--- config.mk ---
export PLATFORM = sky130hd
export DESIGN_NAME = imm_gen_pipe
export DESIGN_NICKNAME = d
export VERILOG_FILES = /design/src/rtl/imm_gen_pipe.sv
export SDC_FILE = /design/constraint.sdc
export NUM_CORES = 1
export LEC_CHECK = 0
export ABC_AREA = 0
export CAP_MARGIN = 20
export CORE_MARGIN = 5
export CORE_UTILIZATION = 35
export CTS_CLUSTER_SIZE = 28
export DETAILED_ROUTE_END_ITERATION = 16
export GPL_ROUTABILITY_DRIVEN = 0
export SLEW_MARGIN = 20
export SYNTH_ARGS = -nofsm -noshare
export SYNTH_HDL_FRONTEND = slang
export SYNTH_SLANG_ARGS = --single-unit
--- constraint.sdc ---
create_clock -name clk_i -period 2.35 [get_ports clk_i]
set_input_delay 0.235 -clock clk_i [delete_from_list [all_inputs] [get_ports clk_i]]
set_output_delay 0.235 -clock clk_i [all_outputs]
set_load 0.01 [all_outputs]
--- src/rtl/imm_gen_pipe.sv ---
// imm_gen_pipe: RISC-V immediate generator behind a two-entry ready/valid
// pipe (output register plus skid register). The immediate, its format
// code, an illegal flag and a sideband tag are delivered one cycle after
// an instruction is accepted.
// Optional feature macro: IMM_GEN_ILLEGAL_CNT_EN adds a saturating 16-bit
// count of illegal results accepted downstream on illegal_cnt_o.
module imm_gen_pipe #(
    parameter int XLEN  = 32,
    parameter int TAG_W = 32
) (
    input  logic             clk_i,
    input  logic             rst_ni,
    input  logic             in_valid_i,
    output logic             in_ready_o,
    input  logic [31:0]      inst_i,
    input  logic [TAG_W-1:0] tag_i,
    output logic             out_valid_o,
    input  logic             out_ready_i,
    output logic [XLEN-1:0]  imm_o,
    output logic [2:0]       fmt_o,
    output logic             illegal_o,
    output logic [TAG_W-1:0] tag_o
`ifdef IMM_GEN_ILLEGAL_CNT_EN
    ,
    output logic [15:0]      illegal_cnt_o
`endif
);

    typedef enum logic [2:0] {
        FMT_I    = 3'd0,
        FMT_S    = 3'd1,
        FMT_B    = 3'd2,
        FMT_U    = 3'd3,
        FMT_J    = 3'd4,
        FMT_NONE = 3'd5,
        FMT_ZIMM = 3'd6,
        FMT_ILL  = 3'd7
    } immFmt_e;

    logic [XLEN-1:0]  decImm;
    immFmt_e          decFmt;
    logic             decIllegal;

    logic             outValid_q,   outValid_d;
    logic [XLEN-1:0]  outImm_q,     outImm_d;
    logic [2:0]       outFmt_q,     outFmt_d;
    logic             outIllegal_q, outIllegal_d;
    logic [TAG_W-1:0] outTag_q,     outTag_d;

    logic             skidValid_q,   skidValid_d;
    logic [XLEN-1:0]  skidImm_q,     skidImm_d;
    logic [2:0]       skidFmt_q,     skidFmt_d;
    logic             skidIllegal_q, skidIllegal_d;
    logic [TAG_W-1:0] skidTag_q,     skidTag_d;

    logic             accept;
    logic             outFree;

    // Decode the opcode and build the sign/zero-extended immediate at XLEN
    always_comb begin
        decImm     = '0;
        decFmt     = FMT_NONE;
        decIllegal = 1'b0;
        case (inst_i[6:0])
            7'b0010011, 7'b0000011, 7'b1100111: begin
                decImm = XLEN'($signed(inst_i[31:20]));
                decFmt = FMT_I;
            end
            7'b0100011: begin
                decImm = XLEN'($signed({inst_i[31:25], inst_i[11:7]}));
                decFmt = FMT_S;
            end
            7'b1100011: begin
                decImm = XLEN'($signed({inst_i[31], inst_i[7], inst_i[30:25],
                                        inst_i[11:8], 1'b0}));
                decFmt = FMT_B;
            end
            7'b1101111: begin
                decImm = XLEN'($signed({inst_i[31], inst_i[19:12], inst_i[20],
                                        inst_i[30:21], 1'b0}));
                decFmt = FMT_J;
            end
            7'b0110111, 7'b0010111: begin
                decImm = XLEN'($signed({inst_i[31:12], 12'h000}));
                decFmt = FMT_U;
            end
            7'b0110011, 7'b0001111: begin
                decImm = '0;
                decFmt = FMT_NONE;
            end
            7'b1110011: begin
                decImm = XLEN'(inst_i[19:15]);
                decFmt = FMT_ZIMM;
            end
            default: begin
                decImm     = '1;
                decFmt     = FMT_ILL;
                decIllegal = 1'b1;
            end
        endcase
    end

    // Ready depends only on the skid flop, so no path from out_ready_i
    assign in_ready_o = !skidValid_q;
    assign accept     = in_valid_i && !skidValid_q;
    assign outFree    = !outValid_q || out_ready_i;

    // Steer accepted results into the output or skid register, refill from skid on drain
    always_comb begin
        outValid_d    = outValid_q;
        outImm_d      = outImm_q;
        outFmt_d      = outFmt_q;
        outIllegal_d  = outIllegal_q;
        outTag_d      = outTag_q;
        skidValid_d   = skidValid_q;
        skidImm_d     = skidImm_q;
        skidFmt_d     = skidFmt_q;
        skidIllegal_d = skidIllegal_q;
        skidTag_d     = skidTag_q;
        if (outFree) begin
            if (skidValid_q) begin
                outValid_d   = 1'b1;
                outImm_d     = skidImm_q;
                outFmt_d     = skidFmt_q;
                outIllegal_d = skidIllegal_q;
                outTag_d     = skidTag_q;
                skidValid_d  = 1'b0;
            end else if (accept) begin
                outValid_d   = 1'b1;
                outImm_d     = decImm;
                outFmt_d     = decFmt;
                outIllegal_d = decIllegal;
                outTag_d     = tag_i;
            end else begin
                outValid_d   = 1'b0;
            end
        end else if (accept) begin
            skidValid_d   = 1'b1;
            skidImm_d     = decImm;
            skidFmt_d     = decFmt;
            skidIllegal_d = decIllegal;
            skidTag_d     = tag_i;
        end
    end

    // Pipe registers with synchronous active-low reset that discards in-flight entries
    always_ff @(posedge clk_i) begin
        if (!rst_ni) begin
            outValid_q    <= 1'b0;
            outImm_q      <= '0;
            outFmt_q      <= FMT_NONE;
            outIllegal_q  <= 1'b0;
            outTag_q      <= '0;
            skidValid_q   <= 1'b0;
            skidImm_q     <= '0;
            skidFmt_q     <= FMT_NONE;
            skidIllegal_q <= 1'b0;
            skidTag_q     <= '0;
        end else begin
            outValid_q    <= outValid_d;
            outImm_q      <= outImm_d;
            outFmt_q      <= outFmt_d;
            outIllegal_q  <= outIllegal_d;
            outTag_q      <= outTag_d;
            skidValid_q   <= skidValid_d;
            skidImm_q     <= skidImm_d;
            skidFmt_q     <= skidFmt_d;
            skidIllegal_q <= skidIllegal_d;
            skidTag_q     <= skidTag_d;
        end
    end

    assign out_valid_o = outValid_q;
    assign imm_o       = outImm_q;
    assign fmt_o       = outFmt_q;
    assign illegal_o   = outIllegal_q;
    assign tag_o       = outTag_q;

`ifdef IMM_GEN_ILLEGAL_CNT_EN
    logic [15:0] illegalCnt_q, illegalCnt_d;

    // Count illegal results as they leave, holding at the top value
    always_comb begin
        illegalCnt_d = illegalCnt_q;
        if (outValid_q && out_ready_i && outIllegal_q && (illegalCnt_q != 16'hFFFF)) begin
            illegalCnt_d = illegalCnt_q + 16'd1;
        end
    end

    // Counter register, cleared by reset
    always_ff @(posedge clk_i) begin
        if (!rst_ni) begin
            illegalCnt_q <= 16'd0;
        end else begin
            illegalCnt_q <= illegalCnt_d;
        end
    end

    assign illegal_cnt_o = illegalCnt_q;
`endif

endmodule
# [Yosys cells after proc, flatten, opt, wreduce, memory -nomap -nowiden]
# Cells that the tools add are included.
[classes] eq_ne=11 muxes=13 reduce_logical=12 bitwise=2
[ops] cell="32-bit one-hot mux with 7 select lines" count=1
[ops] cell="32-bit two-way mux" count=4
[ops] cell="7-bit == test, second input constant" count=4
[ops] cell="7-bit by 6-bit == test with 1-bit output, second input constant" count=3
[ops] cell="3-bit one-hot mux with 7 select lines" count=1
[ops] cell="7-bit by 5-bit == test with 1-bit output, second input constant" count=2
[ops] cell="11-bit OR reduction" count=1
[ops] cell="7-bit by 2-bit == test with 1-bit output, second input constant" count=1
[ops] cell="7-bit by 4-bit == test with 1-bit output, second input constant" count=1
[ops] cell="3-bit two-way mux" count=2
[ops] cell="2-bit OR reduction" count=3
[ops] cell="1-bit two-way mux" count=5
[ops] cell="2-bit AND reduction" count=2
[ops] cell="3-bit OR reduction" count=1
[ops] cell="1-bit zero test" count=2
[ops] cell="1-bit inverter" count=2
[ops] cell="2-bit nonzero test" count=1
[ops] cell="1-bit logical AND" count=1
[ops] cell="1-bit logical OR" count=1
[word_totals] reg_bits=138 out_inout_bits=70 word_cells=48 inputBits=68

# [Longest topological paths before layout]
[depth] ltp_word=5 ltp_mapped=8 ltp_nobuf=5

# [Worst setup path before layout]
# OpenSTA, ideal clock, no wires.
[synth_path] path_kind="reg2reg" start="register outValid_q (netlist: out_valid_o)" end="register skidImm_q[23]" required_time_ns=2.204 stages_incl_launch_ff=7 arrival_ns=1.602 setup_slack_ns=0.602 setup_time_ns=0.146 synth_period_minus_slack_ns=1.748 n_path_buf=3 cell_sequence="dfxtp_1 -> nor2b_1 -> clkbuf_1 -> and2_1 -> clkbuf_1 -> clkbuf_1 -> a31oi_2"
[synth_via] elab_chain_cells=4
[synth_rtl] item="from (decl)" line_no="44" source="logic outValid_q, outValid_d;"
[synth_rtl] item="from (signal assigned)" line_no="160" source="outValid_q <= outValid_d;"
[synth_rtl] item="1-bit zero test" line_no="106" source="assign outFree = !outValid_q || out_ready_i;"
[synth_rtl] item="1-bit logical OR" line_no="106"
[synth_rtl] item="1-bit inverter (no source line)"
[synth_rtl] item="2-bit AND reduction (no source line)"
[synth_rtl] item="to (signal assigned)" line_no="166" source="skidImm_q <= skidImm_d;"
[synth_rtl] item="to (decl)" line_no="51" source="logic [XLEN-1:0] skidImm_q, skidImm_d;"
# No other way between the ends.
# A chain may end at the register's enable or synchronous reset.

# [Worst setup path after layout]
[layout_path] start="input port inst_i[2]" end="register outImm_q[17] (netlist: imm_o[17])"
[layout_via] elab_chain_cells=5 elab_cells_between_ends=17 classes_between="11 x eq/ne; 3 x mux; 3 x reduce/logical"
[layout_rtl] item="from (decl)" line_no="15" source="input logic [31:0] inst_i,"
[layout_rtl] item="7-bit by 5-bit == test with 1-bit output, or another cell as far along" line_no="64" source="case (inst_i[6:0])"
[layout_rtl] item="3-bit OR reduction, or another cell as far along" line_no="64"
[layout_rtl] item="32-bit one-hot mux with 7 select lines *" line_no="64"
[layout_rtl] item="32-bit two-way mux *" line_no="128" source="end else if (accept) begin"
[layout_rtl] item="32-bit two-way mux *" line_no="121" source="if (skidValid_q) begin"
[layout_rtl] item="to (signal assigned)" line_no="161" source="outImm_q <= outImm_d;"
[layout_rtl] item="to (decl)" line_no="45" source="logic [XLEN-1:0] outImm_q, outImm_d;"
# Mark *: on every way between the ends. The rest lies on a longest branch, timed or not. The select of a mux whose other input is x is not followed.

==> impl_metrics.yaml <==
routing:
  ant_nets: 0
  drc: 0
  num_vias: 5724
  drtIter0Drc: 472
  drt_pass1_iterations: 5
  postRouteWirelength_um: 18270
  wire_per_inst_um: 17.11
  vias_per_cell: 5.360
clock_network:
  cts_setup_buffers: 0
  cts_hold_buf: 0
  clk_pin_slew_ns: 0.05
  cts_made_buffers: 17
  clockBufferDepth: 2
  postCtsResizedCells: 0
  cts_max_level: 4
  cts_root_buffer: "clkbuf_16"
  cts.sinks: 138
  cts_tree: "done"
  clock_latency_ns: 0.41
timing:
  slew_violations: 0
  relSlewSlack: 0.5199
  finClkSkew_ns: 0.006745
  holdWs_ns: 0.1741
  post-route-period-util: 0.8621
  rsz0062_at_grt: "no"
  finalHoldViolations: 0
  fmax_ghz: 0.4936
  period_minus_slack_ns: 2.026
  setup_viol: 0
  worst_pin_slew_ns: 0.7201
finish:
  multi_input_area_mm2: 0.003072
  seqCellArea_mm2: 0.002764
  design_area_mm2: 0.008346
  antennaDiodeCount: 0
  finalNetCount: 900
  syn_to_final_growth_pct: 37.16
  num-fill-cells: 1639
  drive_gt1_frac: 0.09134
hold_path:
  hold_path_class: "primary input to flip-flop"
  holdPathEnd: "skidFmt_q[0]"
  hp-start: "rst_ni"
  holdPathStages: 2
die:
  core-area_mm2: 0.01718
  io_pins: 138
  initial_core_util: 0.3542
  die_h_um: 141.9
  die_x_um: 141.9
  std_cell_rows: 48
  die_area_mm2: 0.02012
synthesis:
  postSynth.asyncResetShare: 0
  netlist_top_cells_area: "dfxtp_1 (45%), nand2_1 (10%), mux2i_1 (5.3%)"
  ys_ff_latch: 138
  yosys.area.top_type: "dfxtp_1"
  yosysMostFrequentCell: "nand2_1"
  syn_area_mm2: 0.006085
  netlist-cell-type-count: 45
  ys_seq_area_frac: 0.4540
  syn_avg_cell_area_um2: 8.618
  synth.top_cell.area_share: 0.4540
  synth_fp_nets: 774
  synth_common_cells: "nand2_1 (166), dfxtp_1 (138), o21ai_0 (50)"
  synthCells: 706
  yosys_warnings: 0
  ys.flop_type: "dfxtp_1"
  synth-edff-count: 0
critical_path:
  r2r-start: "out_valid_o"
  worstPathRequired_ns: 2.60
  crit_path_end_kind: "flip-flop"
  worst_ep_arrival_time_ns: 2.28
  critPathMaxFanout: 13
  reg2regPathDepth: 6
  rr_endpoint: "skidTag_q[7]"
  start_kind: "primary input"
  crit_type: "primary input to flip-flop"
  r2r_slack_ns: 0.51
power_and_ir_drop:
  leakage_nw: 3.213
  powerDensity_mw_per_mm2: 736.6
  ir_worst_vdd_v: 0.0004957
flow_run:
  drv_cap: 0
global_route:
  grt_pass1_vias: 5639
  grt_pass1_wl_um: 29100
  overflow: 0
  antenna_found_initial: 0
  grtUsageTotal: 0.1790
  grt_max_degree: 54
placement:
  placed_area_mm2: 0.007752
  io_buffers: 137
  hpwl_um: 12760
outcome:
  status: "complete, no violations"
==> layout by cell type, fill, tap and decap left out, drive strengths merged, types with 8 or more instances in the layout <==
cell	count
nand2	166
dfxtp	138
clkdlybuf4s50	136
o21ai	61
a21boi	34
mux2i	32
o211a	32
buf	30
a31oi	29
clkbuf	22
a21oi	21
nor2	20
o211ai	17
or3	16
nor3b	12
nor2b	10
nand3	8
==> worst max-delay path: stages <==
cell and delay, ns:
clkdlybuf4s50_1 0.70, and4bb_2 0.30, o21bai_1 0.17, a32oi_2 0.12, nor2_1 0.55, a31oi_1 0.19
==> cell families (layout without fill, tap and decap cells) <==
kind of cell	after synthesis	after routing	synth area share
flip-flops	138	138	0.4540
AO/OA/AOI/OAI	222	222	0.2644
buffers and inverters	62	199	0.04257
multiplexers	32	32	0.05264
AND/OR/NAND/NOR	252	252	0.1863
==> registers in the layout (all words and copies together) (netlist names) <==
name,cells
skidIllegal_q,1
skidTag_q,32
skidImm_q,32
tag_o,32
skidFmt_q,3
illegal_o,1
fmt_o,3
skidValid_q,1
imm_o,32
out_valid_o,1
==> layout make-up <==
type | instances | share of cell area
flip-flops and latches | 138 | 0.3312
inverters | 3 | 0.001349
clock buffers | 22 | 0.05682
well taps | 225 | 0.03373
multi-input cells | 506 | 0.3681
clock inverters | 8 | 0.01424
repair buffers | 166 | 0.1946
==> metal layers <==
metal  track usage  wire length, um  up-vias
met5             0                0        -
met4       0.05758              388        0
met3       0.04685             1182       36
met2        0.2873             8550      217
met1        0.2355             8149     2699
li1              -                -     2772
==> worst max path at each step <==
stage	to	slack, ns	cells after the start	start
2_1_floorplan	skidImm_q[23]	0.60	6	out_valid_o
3_3_place_gp	imm_o[12]	0.04	6	inst_i[2]
3_5_place_dp	imm_o[16]	-0.03	6	inst_i[2]
4_1_cts	imm_o[17]	0.37	6	inst_i[2]
5_1_grt	imm_o[18]	0.22	6	inst_i[2]
6_report	imm_o[17]	0.32	6	inst_i[2]
==> per-stage QoR <==
stage | setup WS [ns] | util | std cells | power, W | setup TNS [ns]
after floorplan | 0.6020 | - | 706 | 0.003001 | 0
after global placement | 0.04192 | 0.4513 | 1038 | 0.003472 | 0
after detailed placement | -0.03313 | 0.4513 | 1038 | 0.003490 | -0.2541
after CTS | 0.3705 | 0.4859 | 1068 | 0.006203 | 0
after global routing | 0.2215 | 0.4859 | 1068 | 0.006393 | 0
final | 0.3240 | 0.4859 | 1068 | 0.006147 | 0
==> where the power goes <==
| group | switching, W | internal (W) |
|---|---|---|
| registers | 0.0000882 | 0.00249 |
| clock network | 0.000971 | 0.00174 |
| logic | 0.000414 | 0.000450 |
Note: power is estimated with default switching activity, not from simulation.
